## config.mk

```make
export PLATFORM = sky130hd
export DESIGN_NAME = bram_fifo_ctrl
export DESIGN_NICKNAME = d
export VERILOG_FILES = /design/src/rtl/bram_fifo_pkg.sv /design/src/rtl/bram_fifo_prefetch.sv /design/src/rtl/bram_fifo_ctrl.sv
export SDC_FILE = /design/constraint.sdc
export NUM_CORES = 1
export LEC_CHECK = 0
export BUFFER_PORTS_ARGS = -buffer_cell sky130_fd_sc_hd__buf_2
export CAP_MARGIN = 25
export CORE_AREA = 5 5 122 124
export DETAILED_ROUTE_END_ITERATION = 8
export DIE_AREA = 0 0 127 129
export GPL_TIMING_DRIVEN = 0
export PLACE_DENSITY = 0.72
export SLEW_MARGIN = 20
export SYNTH_ARGS = -nofsm -noshare
export SYNTH_HDL_FRONTEND = slang
export SYNTH_SLANG_ARGS = --single-unit
```

## constraint.sdc

```tcl
create_clock -name clk -period 7 [get_ports clk]
set_input_delay 1.75 -clock clk [delete_from_list [all_inputs] [get_ports clk]]
set_output_delay 1.75 -clock clk [all_outputs]
set_load 0.02 [all_outputs]
```

## src/rtl/bram_fifo_pkg.sv

```systemverilog
// Shared constants for the BRAM-backed FIFO controller.
package bram_fifo_pkg;
  localparam int BRAM_RD_LATENCY = 2;
  localparam int PREFETCH_DEPTH  = 3;
  localparam int PF_CNT_W        = 2;
endpackage

```

## src/rtl/bram_fifo_prefetch.sv

```systemverilog
// 3-entry shift FIFO holding words returned by the BRAM; slot 0 is the
// registered head presented on the read-side stream.
module bram_fifo_prefetch
  import bram_fifo_pkg::*;
#(
  parameter int DATA_WIDTH = 32
) (
  input  logic                  clk,
  input  logic                  rst,
  input  logic                  push,
  input  logic [DATA_WIDTH-1:0] push_data,
  input  logic                  pop,
  output logic [DATA_WIDTH-1:0] head,
  output logic                  valid,
  output logic [PF_CNT_W-1:0]   count
);

  logic [DATA_WIDTH-1:0] slot [PREFETCH_DEPTH];
  logic [PF_CNT_W-1:0]   wr_idx;
  logic [PF_CNT_W-1:0]   count_nxt;

  always_comb begin
    wr_idx    = pop ? count - 2'd1 : count;
    count_nxt = count + {1'b0, push} - {1'b0, pop};
  end

  // shift on pop first; a same-cycle push lands after the shift and wins
  always_ff @(posedge clk or posedge rst) begin
    if (rst) begin
      count <= '0;
      for (int i = 0; i < PREFETCH_DEPTH; i++) slot[i] <= '0;
    end else begin
      if (pop) begin
        for (int i = 0; i < PREFETCH_DEPTH - 1; i++) slot[i] <= slot[i+1];
      end
      if (push) slot[wr_idx] <= push_data;
      count <= count_nxt;
    end
  end

  assign head  = slot[0];
  assign valid = (count != '0);

endmodule

```

## src/rtl/bram_fifo_ctrl.sv

```systemverilog
// FIFO controller over an external 2-cycle-latency simple-dual-port BRAM.
// Define BRAM_FIFO_LEVEL_EN to build the fill_level / almost_full logic.
module bram_fifo_ctrl
  import bram_fifo_pkg::*;
#(
  parameter int DATA_WIDTH   = 32,
  parameter int ADDR_WIDTH   = 10,
  parameter int AFULL_MARGIN = 4
) (
  input  logic                  clk,
  input  logic                  rst,
  input  logic [DATA_WIDTH-1:0] in_data,
  input  logic                  in_valid,
  output logic                  in_ready,
  output logic [DATA_WIDTH-1:0] out_data,
  output logic                  out_valid,
  input  logic                  out_ready,
  output logic                  bram_en,
  output logic                  bram_we,
  output logic [ADDR_WIDTH-1:0] bram_write_address,
  output logic [ADDR_WIDTH-1:0] bram_read_address,
  output logic [DATA_WIDTH-1:0] bram_data_in,
  input  logic [DATA_WIDTH-1:0] bram_data_out,
  output logic [ADDR_WIDTH:0]   fill_level,
  output logic                  almost_full
);

  localparam logic [ADDR_WIDTH:0] FULL_CNT = {1'b1, {ADDR_WIDTH{1'b0}}};

  logic [ADDR_WIDTH-1:0]      wr_ptr, rd_ptr;
  logic [ADDR_WIDTH:0]        count, count_nxt;
  logic [BRAM_RD_LATENCY-1:0] tag;
  logic [PF_CNT_W-1:0]        pf_count;
  logic [2:0]                 pending;
  logic                       wr, rd, pop;

  assign in_ready = !rst && (count != FULL_CNT);
  assign wr       = in_valid && in_ready;
  assign pop      = out_valid && out_ready;
  assign pending  = {2'b0, tag[0]} + {2'b0, tag[1]} + {1'b0, pf_count};
  // the word leaving this cycle frees its slot, so reads keep up with a
  // consumer that takes one word per cycle; count excludes this cycle's write
  assign rd        = !rst && (count != '0) && (pending < 3'd3 + {2'b0, pop});
  assign count_nxt = count + {{ADDR_WIDTH{1'b0}}, wr} - {{ADDR_WIDTH{1'b0}}, rd};

  always_ff @(posedge clk or posedge rst) begin
    if (rst) begin
      wr_ptr <= '0;
      rd_ptr <= '0;
      count  <= '0;
      tag    <= '0;
    end else begin
      if (wr) wr_ptr <= wr_ptr + 1'b1;
      if (rd) rd_ptr <= rd_ptr + 1'b1;
      count <= count_nxt;
      tag   <= {tag[BRAM_RD_LATENCY-2:0], rd};
    end
  end

  assign bram_en            = !rst;
  assign bram_we            = wr;
  assign bram_write_address = wr_ptr;
  assign bram_data_in       = in_data;
  assign bram_read_address  = rd_ptr;

  bram_fifo_prefetch #(
    .DATA_WIDTH(DATA_WIDTH)
  ) u_prefetch (
    .clk      (clk),
    .rst      (rst),
    .push     (tag[BRAM_RD_LATENCY-1]),
    .push_data(bram_data_out),
    .pop      (pop),
    .head     (out_data),
    .valid    (out_valid),
    .count    (pf_count)
  );

`ifdef BRAM_FIFO_LEVEL_EN
  localparam logic [ADDR_WIDTH:0] AFULL_TH = FULL_CNT - (ADDR_WIDTH+1)'(AFULL_MARGIN);

  logic [PF_CNT_W-1:0] pf_nxt;
  logic [ADDR_WIDTH:0] level_nxt;

  // level registered from next-state terms so it matches the current contents
  always_comb begin
    pf_nxt    = pf_count + {1'b0, tag[BRAM_RD_LATENCY-1]} - {1'b0, pop};
    level_nxt = count_nxt + (ADDR_WIDTH+1)'(rd) + (ADDR_WIDTH+1)'(tag[0])
              + (ADDR_WIDTH+1)'(pf_nxt);
  end

  always_ff @(posedge clk or posedge rst) begin
    if (rst) begin
      fill_level  <= '0;
      almost_full <= 1'b0;
    end else begin
      fill_level  <= level_nxt;
      almost_full <= (level_nxt >= AFULL_TH);
    end
  end
`else
  assign fill_level  = '0;
  assign almost_full = 1'b0;
`endif

endmodule

```

==> out/qor_table.md <==
| Metric | Reported | Unit |
| --- | --- | --- |
| Number of distinct standard cells referenced by the synthesized netlist | 42 | - |
| Via-to-Cell Ratio | 4.999 | - |
| Number of standard-cell rows in the floorplan | 43 | - |
| Max-capacitance violation count | 0 | - |
| Count of flip-flops with a built-in enable after synthesis | 0 | - |
| Arrival time of the worst setup path | 5.49 | ns |
| Share of the clock period used by the worst path | 73.63 | % |
| Total of hold buffers inserted after clock tree synthesis | 0 | - |
| Most common library cell in the layout ignoring fill and taps | sky130_fd_sc_hd__buf_2 | - |
| Endpoint class of the critical path | register | - |
| Total of flip-flops plus latches after synthesis | 131 | - |
| Maximum count of clock buffers along a single path | 2 | - |
| Final hold viol count | 0 | - |
| Number of violations reported at the end of detailed-routing iteration 0 | 342 | - |
| Leading register cell type out of synthesis | sky130_fd_sc_hd__dfrtp_1 | - |
| Summed instance area of the synthesized netlist | 6670 | µm² |
| Deepest level of the CTS H-tree | 4 | - |
| Switching Power | 1539 | µW |
| RD Place Congestion | 0.8335 | - |
| Share of async-settable or async-resettable flops after synthesis | 100.0 | % |
| Die Footprint | 16380 | µm² |
| Post-Synthesis Mean Instance Area | 11.01 | µm² |
| CTS tree | built | - |
| Setup Skew | 0.006942 | ns |
| Routed via count | 4769 | - |
| Root buf cell | sky130_fd_sc_hd__clkbuf_16 | - |
| Final-stage net count | 853 | - |
| Cell area power density | 506.5 | nW/µm² |
| Cts repair resizes | 0 | - |
| Mean routed wirelength per cell | 15.65 | µm |
| TritonCTS Buffers | 17 | - |
| Total leakage power | 0.004107 | µW |
| First-pass GRT wire length | 24180 | µm |
| Minimum clock period after layout | 5.154 | ns |
| Max IR drop VDD | 0.0002871 | V |
| Total of buffers placed on input and output ports | 123 | - |
| Area grow syn2layout | 23.62 | % |
| Worst slew pin tran | 0.8031 | ns |
| Leading cell types in the layout, fill and taps excluded | 140 x sky130_fd_sc_hd__buf_2, 131 x sky130_fd_sc_hd__dfrtp_1, 77 x sky130_fd_sc_hd__buf_4 | - |
| CTS sink cnt | 131 | - |
| Cell Int Power | 2637 | µW |
| Count of synthesis-stage warnings from yosys | 0 | - |
| Post-CTS setup buffers | 0 | - |
| Portion of total power attributed to the clock network | 23.1 | % |
| Worst rel slew slack | 46.46 | % |
| Sw Share | 36.85 | % |
| Core area | 13670 | µm² |
| Post-route antenna net violation count | 0 | - |
| Global-route congestion overflow total | 0 | - |
| Detail Placement HPWL | 10750 | µm |
| Die H | 129 | µm |
| I/O pin total | 168 | - |
| Share of cells above drive strength 1 | 37.39 | % |
| Number of placed instances with taps included | 921 | - |
| Effective utilization at floorplan | 48.81 | % |
| Final standard cell count with taps included and fillers excluded | 954 | - |
| Clock-pin slew on the worst setup and hold paths | 0.05 | ns |
| Clock insertion delay at the later pin of the skew report | 0.42 | ns |
| Die span in x | 127 | µm |
| Drt drc | 0 | - |
| Vias in the first global route | 4984 | - |
| Run status | complete, no violations | - |
| Setup repair after global routing missed its margin | no | - |
| Largest net degree at the start of global routing | 109 | - |
| Smallest hold slack | 0.4119 | ns |
| Finish-stage setup viols | 0 | - |
| Type of the tightest min-delay check | register to register | - |
| Critical Path Fanout Max | 11 | - |
| Global-route usage over all layers | 18.61 | % |
| Final total power | 4176 | µW |
| Setup_tns | 0 | ns |
| Required time of the critical path | 7.33 | ns |
| Instance count of the mapped netlist | 606 | - |
| Count of TritonRoute iterations in the first routing pass | 4 | - |
| Sequential fraction of design power | 32.6 | % |
| Startpoint types | input pin | - |
| Drt total wl | 14930 | µm |
| Classification of the worst setup path | input pin to register | - |
| Part of the Yosys area used for sequential elements | 49.15 | % |
| Final number of max-transition violations | 0 | - |
| Portion of total power attributed to combinational logic | 44.3 | % |
| Maximum operating frequency | 0.1940 | GHz |
| Number of antenna violations at the first check in global routing | 3 | - |
## per-layer routing
layer / track usage [%] / vias to the layer above / share of wire [%] / routed length [µm]
met5: 0 / - / 0.14 / 21
met1: 22.90 / 2339 / 41 / 6161
met2: 31.94 / 128 / 52 / 7724
met4: 5.110 / 4 / 1.2 / 178
li1: - / 2282 / - / -
met3: 5.729 / 16 / 5.6 / 840
## kinds of logic after synthesis
group,after synthesis,share of synthesized area [%]
and+or+nand+nor,120,8.423
xor gates and xnor gates,30,3.939
AOI/OAI and AO/OA,81,6.453
muxes,99,15.68
adders and majority gates,25,4.915
buffers and inverters,119,11.39
other,1,0.05622
DFF,131,49.15
## cells in the mapped netlist, types with 2 or more instances
cell	instances	area [µm²]
sky130_fd_sc_hd__o21ai_0	65	325.3
sky130_fd_sc_hd__mux2i_1	64	640.6
sky130_fd_sc_hd__inv_1	19	71.32
sky130_fd_sc_hd__and2_1	4	25.02
sky130_fd_sc_hd__ha_1	23	287.8
sky130_fd_sc_hd__a21o_1	3	22.52
sky130_fd_sc_hd__fa_1	2	40.04
sky130_fd_sc_hd__nand2_1	73	274.0
sky130_fd_sc_hd__nor3_1	3	15.01
sky130_fd_sc_hd__a21oi_1	8	40.04
sky130_fd_sc_hd__dfrtp_1	131	3278
sky130_fd_sc_hd__xor2_1	9	78.83
sky130_fd_sc_hd__nand4_1	5	31.28
sky130_fd_sc_hd__and3b_1	2	17.52
sky130_fd_sc_hd__buf_4	77	578.1
sky130_fd_sc_hd__clkbuf_1	5	18.77
sky130_fd_sc_hd__nor2_1	12	45.04
sky130_fd_sc_hd__xnor2_1	21	183.9
sky130_fd_sc_hd__mux2_2	32	360.4
sky130_fd_sc_hd__mux2_1	2	22.52
sky130_fd_sc_hd__buf_2	17	85.08
sky130_fd_sc_hd__and3_1	4	25.02
sky130_fd_sc_hd__nand3_1	6	30.03
## path summary, 6_finish.rpt
check	from	endpoint	slack (ns)	cells after the start
worst max-delay path	out_ready	count[8]	1.85	19
worst min-delay path	tag[0]	tag[1]	0.41	0
worst max register to register	u_prefetch.count[1]	count[8]	2.42	20
worst min register to register	tag[0]	tag[1]	0.41	0
max in group asynchronous	rst	u_prefetch.head[26]	4.91	3
min in group asynchronous	rst	bram_write_address[1]	1.30	2
## power groups by stage
| stage | logic [µW] | registers (µW) | clock network, µW |
|---|---|---|---|
| finish | 1850 | 1360 | 965 |
| global route | 2060 | 1410 | 1020 |
| CTS | 1880 | 1360 | 986 |
| detailed placement | 1870 | 1370 | 0 |
| global placement | 1780 | 1340 | 0 |
| floorplan | 1390 | 1350 | 0 |
## area by class of cell
class	instances	area (µm²)
antenna	1	2.502
buffer	99	681.9
clock buffer	23	508.0
clock inverter	9	147.6
fill	1148	5420
inverter	20	85.08
multi-input combinational	367	2674
sequential	131	3278
tap	180	225.2
timing repair buffer	124	643.1
## through the flow
stage,setup slack (ns),util (%),cell area [µm²]
final,1.846,60.34,8245
after global routing,1.519,60.34,8245
after CTS,1.800,60.32,8243
after detailed placement,1.371,55.52,7587
after global placement,-0.8864,55.26,7552
after floorplan,0.6926,-,6711
## critical path: stages
cell	delay, ns
sky130_fd_sc_hd__buf_2	0.08
sky130_fd_sc_hd__nand2b_1	0.05
sky130_fd_sc_hd__buf_4	0.18
sky130_fd_sc_hd__inv_4	0.10
sky130_fd_sc_hd__buf_2	0.35
sky130_fd_sc_hd__ha_1	0.29
sky130_fd_sc_hd__o21ai_0	0.15
sky130_fd_sc_hd__a21oi_1	0.06
sky130_fd_sc_hd__nor4_1	0.39
sky130_fd_sc_hd__buf_2	0.33
sky130_fd_sc_hd__ha_1	0.27
sky130_fd_sc_hd__inv_1	0.06
sky130_fd_sc_hd__ha_1	0.18
sky130_fd_sc_hd__fa_1	0.22
sky130_fd_sc_hd__a21oi_1	0.09
sky130_fd_sc_hd__nor4b_1	0.42
sky130_fd_sc_hd__nor3_1	0.15
sky130_fd_sc_hd__a21oi_1	0.18
sky130_fd_sc_hd__xor2_1	0.17
Power figures use the tool's default switching activity.
